<file path="config.mk">
export PLATFORM = sky130hd
export DESIGN_NAME = mem_access_unit
export DESIGN_NICKNAME = d
export VERILOG_FILES = /design/src/rtl/mem_access_unit.sv
export SDC_FILE = /design/constraint.sdc
export NUM_CORES = 1
export LEC_CHECK = 0
export CELL_PAD_IN_SITES_DETAIL_PLACEMENT = 2
export CELL_PAD_IN_SITES_GLOBAL_PLACEMENT = 2
export CORE_AREA = 2 2 135 170
export CTS_BUF_LIST = sky130_fd_sc_hd__clkbuf_2
export CTS_CLUSTER_SIZE = 20
export DETAILED_ROUTE_END_ITERATION = 7
export DIE_AREA = 0 0 137 172
export PLACE_DENSITY_LB_ADDON = 0.1
export SLEW_MARGIN = 20
export SYNTH_ARGS = -nofsm -noshare
export SYNTH_HDL_FRONTEND = slang
export SYNTH_SLANG_ARGS = --single-unit
</file>
<file path="constraint.sdc">
create_clock -name clk -period 4.1 [get_ports clk]
set_input_delay 0.615 -clock clk [delete_from_list [all_inputs] [get_ports clk]]
set_output_delay 0.615 -clock clk [all_outputs]
set_load 0.01 [all_outputs]
</file>
<file path="src/rtl/mem_access_unit.sv">
// Memory-stage load/store unit: issues one data-memory request per load/store,
// stalls the pipeline until completion and formats load data for writeback.
module mem_access_unit #(
    parameter int ADDR_WIDTH  = 32,
    parameter int REQ_TIMEOUT = 255
) (
    input  logic                  clk,
    input  logic                  rst,
    input  logic                  valid,
    input  logic                  mem_write,
    input  logic                  wb_load,
    input  logic [1:0]            mem_store_type,
    input  logic [2:0]            mem_load_type,
    input  logic [ADDR_WIDTH-1:0] addr,
    input  logic [31:0]           store_data,
    output logic                  stall,
    output logic [31:0]           load_data,
    output logic                  load_valid,
    output logic                  misaligned,
    output logic                  bus_err,
    output logic                  dmem_req,
    output logic                  dmem_we,
    output logic [ADDR_WIDTH-1:0] dmem_addr,
    output logic [3:0]            dmem_be,
    output logic [31:0]           dmem_wdata,
    input  logic                  dmem_ready,
    input  logic [31:0]           dmem_rdata
);

    typedef enum logic [1:0] {IDLE, REQ, DONE} state_t;

    localparam int CW = (REQ_TIMEOUT < 2) ? 1 : $clog2(REQ_TIMEOUT + 1);

    state_t                  state_q, state_d;
    logic [CW-1:0]           cnt_q, cnt_d;
    logic [ADDR_WIDTH-1:0]   dmem_addr_q, dmem_addr_d;
    logic                    dmem_we_q, dmem_we_d;
    logic [3:0]              dmem_be_q, dmem_be_d;
    logic [31:0]             dmem_wdata_q, dmem_wdata_d;
    logic [31:0]             load_data_q, load_data_d;
    logic                    load_valid_q, load_valid_d;
    logic                    misaligned_q, misaligned_d;
    logic                    bus_err_q, bus_err_d;
    logic [2:0]              ld_type_q, ld_type_d;
    logic [1:0]              byte_off_q, byte_off_d;

    logic is_store, access, mis_addr, timeout_hit;

    function automatic logic [31:0] format_load(input logic [2:0]  lt,
                                                input logic [1:0]  off,
                                                input logic [31:0] rd);
        logic [31:0] sh;
        logic [15:0] half;
        sh   = rd >> {off, 3'b000};
        half = off[1] ? rd[31:16] : rd[15:0];
        case (lt)
            3'b000:  return {{24{sh[7]}}, sh[7:0]};
            3'b011:  return {24'h0, sh[7:0]};
            3'b001:  return {{16{half[15]}}, half};
            3'b100:  return {16'h0, half};
            default: return rd;
        endcase
    endfunction

    // A store with type 11 writes nothing, so only then can a co-asserted load win.
    assign is_store    = mem_write && (mem_store_type != 2'b11);
    assign access      = valid && (is_store || wb_load);
    assign timeout_hit = (REQ_TIMEOUT != 0) && (cnt_q == CW'(REQ_TIMEOUT - 1));

    always_comb begin
        mis_addr = 1'b0;
        if (is_store) begin
            case (mem_store_type)
                2'b01:   mis_addr = addr[0];
                2'b10:   mis_addr = (addr[1:0] != 2'b00);
                default: mis_addr = 1'b0;
            endcase
        end else begin
            case (mem_load_type)
                3'b000, 3'b011: mis_addr = 1'b0;
                3'b001, 3'b100: mis_addr = addr[0];
                default:        mis_addr = (addr[1:0] != 2'b00);
            endcase
        end
    end

    // NOTE: async reset clears all state flops; sequential blocks use only non-blocking assignments.
    always_ff @(posedge clk or posedge rst) begin
        if (rst) begin
            state_q      <= IDLE;
            cnt_q        <= '0;
            dmem_addr_q  <= '0;
            dmem_we_q    <= 1'b0;
            dmem_be_q    <= 4'b0;
            dmem_wdata_q <= 32'h0;
            load_data_q  <= 32'h0;
            load_valid_q <= 1'b0;
            misaligned_q <= 1'b0;
            bus_err_q    <= 1'b0;
            ld_type_q    <= 3'b0;
            byte_off_q   <= 2'b0;
        end else begin
            state_q      <= state_d;
            cnt_q        <= cnt_d;
            dmem_addr_q  <= dmem_addr_d;
            dmem_we_q    <= dmem_we_d;
            dmem_be_q    <= dmem_be_d;
            dmem_wdata_q <= dmem_wdata_d;
            load_data_q  <= load_data_d;
            load_valid_q <= load_valid_d;
            misaligned_q <= misaligned_d;
            bus_err_q    <= bus_err_d;
            ld_type_q    <= ld_type_d;
            byte_off_q   <= byte_off_d;
        end
    end

    // NOTE: every signal gets a default first so no path leaves it unassigned (no latches).
    always_comb begin
        state_d = state_q;
        cnt_d   = cnt_q;
        case (state_q)
            IDLE: begin
                cnt_d = '0;
                if (access) state_d = mis_addr ? DONE : REQ;
            end
            REQ: begin
                cnt_d = cnt_q + CW'(1);
                if (dmem_ready || timeout_hit) state_d = DONE;
            end
            DONE:    state_d = IDLE;
            default: state_d = IDLE;
        endcase
    end

    always_comb begin
        stall        = 1'b0;
        dmem_req     = 1'b0;
        dmem_addr_d  = dmem_addr_q;
        dmem_we_d    = dmem_we_q;
        dmem_be_d    = dmem_be_q;
        dmem_wdata_d = dmem_wdata_q;
        ld_type_d    = ld_type_q;
        byte_off_d   = byte_off_q;
        load_data_d  = load_data_q;
        load_valid_d = 1'b0;
        misaligned_d = 1'b0;
        bus_err_d    = 1'b0;
        case (state_q)
            IDLE: begin
                stall = access;
                if (access && mis_addr) begin
                    misaligned_d = 1'b1;
                    load_data_d  = 32'h0;
                end else if (access) begin
                    dmem_addr_d = {addr[ADDR_WIDTH-1:2], 2'b00};
                    dmem_we_d   = is_store;
                    ld_type_d   = mem_load_type;
                    byte_off_d  = addr[1:0];
                    if (is_store) begin
                        case (mem_store_type)
                            2'b00: begin
                                dmem_be_d    = 4'b0001 << addr[1:0];
                                dmem_wdata_d = {4{store_data[7:0]}};
                            end
                            2'b01: begin
                                dmem_be_d    = 4'b0011 << {addr[1], 1'b0};
                                dmem_wdata_d = {2{store_data[15:0]}};
                            end
                            default: begin
                                dmem_be_d    = 4'b1111;
                                dmem_wdata_d = store_data;
                            end
                        endcase
                    end else begin
                        dmem_be_d    = 4'b1111;
                        dmem_wdata_d = 32'h0;
                    end
                end
            end
            REQ: begin
                stall    = 1'b1;
                dmem_req = 1'b1;
                if (dmem_ready) begin
                    if (!dmem_we_q) begin
                        load_valid_d = 1'b1;
                        load_data_d  = format_load(ld_type_q, byte_off_q, dmem_rdata);
                    end
                end else if (timeout_hit) begin
                    bus_err_d   = 1'b1;
                    load_data_d = 32'h0;
                end
            end
            default: ;
        endcase
    end

    assign load_data  = load_data_q;
    assign load_valid = load_valid_q;
    assign misaligned = misaligned_q;
    assign bus_err    = bus_err_q;
    assign dmem_we    = dmem_we_q;
    assign dmem_addr  = dmem_addr_q;
    assign dmem_be    = dmem_be_q;
    assign dmem_wdata = dmem_wdata_q;

endmodule

</file>
==> impl_metrics.json <==
{
  "timing.rr.start": "byte_off_q[1]",
  "cts_setup_buffers": 0,
  "start_util": 0.277,
  "cpMaxStageDelayCell": "clkdlybuf4s50_1",
  "worst_slack_ns": 0.727,
  "fmax_mhz": 296,
  "first_pass_iters": 4,
  "skew_ns": 0.0321,
  "crit_chain": "clkdlybuf4s50_1, ha_1, nor2b_1, o21ai_0, a21oi_1, clkdlybuf4s50_1",
  "drive_above_1_share": 0.137,
  "arrival_ns": 2.76,
  "async_flop_share": 1.00,
  "dieHeight_um": 172,
  "root_buffer": "clkbuf_2",
  "num_vias": 5221,
  "wl_mm": 21.2,
  "powerDensity_nw_per_um2": 573,
  "maxCapViolations": 0,
  "cts_tree": "built",
  "synth_edf_count": 0,
  "gp_congestion": 0.789,
  "grt.overflow.total": 0,
  "min-delay-path-class": "in2async",
  "critPathCaptureType": "primary output",
  "clk_transition_reported_paths_ns": 0.21,
  "htree_levels": 4,
  "rrSetupSlack_ns": 1.48,
  "start_kind": "input port",
  "die-area_um2": 23600,
  "critPathMaxStageDelay_ns": 0.60,
  "yosysWarningCount": 0,
  "ir_worst_vdd_v": 0.000198,
  "relSlewSlack": 0.356,
  "crit_path_start": "mem_store_type[0]",
  "initialDrtViolationCount": 177,
  "grt_max_degree": 86,
  "clock_path_buffers": 2,
  "setup_viol": 0,
  "timing.final.crit_share": 0.823,
  "clk_latency_ns": 0.68,
  "hpwl_mm": 16.0,
  "finalCriticalPeriod_ns": 3.37,
  "dpl-instance-area_um2": 8400,
  "first_global_vias": 5885,
  "stdcell_area_um2": 8610,
  "path_max_fanout": 5,
  "port_buffers": 210,
  "ys_seq_area_frac": 0.482,
  "fin_util": 0.392,
  "cts_sinks": 117,
  "nets": 881,
  "syn-cell-area_um2": 6080,
  "path_common_cell": "clkdlybuf4s50_1",
  "critPathKind": "in2out",
  "drtAntennaViolNets": 0,
  "ys_ff_latch": 117,
  "floorplan.die.width_um": 137,
  "row_count": 61,
  "fin_tns_setup_ns": 0,
  "tightest_slew_ns": 0.966,
  "synth_area_per_cell_um2": 10.7,
  "ctsResizeCount": 0,
  "maxSlewViolCount": 0,
  "cts_buffers": 17,
  "grt_pass1_wl_mm": 32.7,
  "leakage_uw": 0.00363,
  "ys.flop_type": "dfrtp_1",
  "syn_inst": 570,
  "preCtsSetupSlack_ns": 0.653,
  "io_pins": 213,
  "finalHoldViolations": 0,
  "core-area_um2": 22000,
  "syn_to_final_growth_pct": 41.7,
  "via_per_inst": 4.91,
  "drc_errors": 0,
  "rsz0062_at_grt": "false",
  "synth.distinct_cells": 58,
  "antenna_found_initial": 1,
  "grt_usage": 0.183,
  "hold_slack_ns": 0.396,
  "status": "finished, final reports clean",
  "required_ns": 3.48,
  "wire_per_inst_um": 19.9,
  "cts_hold_buf": 0
}
==> where the power goes <==
| group | total [uW] | switching, uW | leakage, uW | internal (uW) |
|---|---|---|---|---|
| logic | 2320 | 1070 | 0.00200 | 1250 |
| registers | 1890 | 356 | 0.00151 | 1530 |
| clock network | 728 | 508 | 0.000123 | 220 |
| total | 4930 | 1930 | 0.00363 | 3000 |
==> placed cells by master (no fill, tap or decap), types with 8 or more instances in the layout <==
master,n
mux2_2,34
a22oi_1,15
inv_1,15
a21boi_0,9
o21a_1,9
nand2b_1,18
mux2i_1,25
mux2_4,22
o221ai_1,8
clkdlybuf4s50_1,210
a21oi_1,15
nand2_1,74
nor2_1,40
dfrtp_1,117
o31ai_1,8
o211ai_1,18
o21ai_0,20
clkbuf_2,17
==> stage by stage <==
stage / total power, uW / cells
finish: 4930 / 1064
global route: 5300 / 1064
CTS: 5050 / 1063
detailed placement: 4280 / 1032
global placement: 4180 / 1032
floorplan: 3060 / 571
==> path summary, 6_finish.rpt <==
path | cells after the start | endpoint
worst max-delay path | 6 | stall
worst min-delay path | 2 | dmem_addr[6]
worst max register to register | 5 | load_data[9]
worst min register to register | 2 | dmem_wdata[30]
max in group asynchronous | 3 | load_data[8]
min in group clk | 2 | dmem_wdata[30]
==> state kept, by name (all words and copies together) (netlist names) <==
register and flops:
dmem_be 4, load_valid 1, state_q 2, byte_off_q 2, load_data 32, ld_type_q 3, bus_err 1, dmem_addr 30
dmem_we 1, misaligned 1, dmem_wdata 32, cnt_q 8
==> worst max-delay path: cells and delay by family <==
family | cells | cell delay [ns]
compound gates | 2 | 0.53
fa+ha+maj | 1 | 0.23
simple gates | 1 | 0.31
buf+inv | 2 | 1.07
==> logic make-up (layout without fill, tap and decap cells) <==
| kind of cell | count (synthesis) | in the layout | share of synthesized area |
|---|---|---|---|
| adder cells (fa/ha/maj) | 6 | 6 | 0.0124 |
| other | 1 | 3 | 0.000617 |
| buffers and inverters | 56 | 265 | 0.0465 |
| flip-flops | 117 | 117 | 0.482 |
| AND/OR/NAND/NOR | 168 | 168 | 0.132 |
| XOR/XNOR | 1 | 1 | 0.00144 |
| multiplexers | 85 | 85 | 0.167 |
| AO/OA/AOI/OAI | 136 | 136 | 0.159 |
==> layout make-up <==
cell class | count | area, um2
fillers | 2375 | 13400
diodes | 1 | 2.50
repair buffers | 217 | 2170
clock inverters | 14 | 131
well taps | 283 | 354
clock buffers | 17 | 85.1
multi-input cells | 398 | 2880
inverters | 17 | 66.3
flip-flops and latches | 117 | 2930
==> synthesized netlist by cell type (6+ instances only) <==
cell / n / area [um2]
o31ai_1: 8 / 60.1
nand3b_1: 7 / 52.6
nor2_1: 40 / 150
o221ai_1: 8 / 70.1
buf_2: 22 / 110
mux2_2: 34 / 383
ha_1: 6 / 75.1
a221oi_1: 7 / 61.3
o21ai_0: 20 / 100
o21a_1: 9 / 67.6
a211oi_1: 7 / 52.6
mux2i_1: 25 / 250
a22oi_1: 15 / 113
dfrtp_1: 117 / 2930
nand2_1: 74 / 278
inv_1: 16 / 60.1
clkbuf_1: 8 / 30.0
a21oi_1: 15 / 75.1
mux2_4: 22 / 330
o211ai_1: 18 / 135
nand2b_1: 18 / 113
a21boi_0: 9 / 67.6
==> layer usage <==
| layer | share of wire | global-route usage | up-vias |
|---|---|---|---|
| met1 | 0.38 | 0.193 | 2649 |
| met2 | 0.55 | 0.349 | 133 |
| met5 | 0 | 0 | - |
| met4 | 0.018 | 0.0556 | 0 |
| met3 | 0.051 | 0.0495 | 18 |
| li1 | - | - | 2421 |
(Power assumes the default switching activity.)
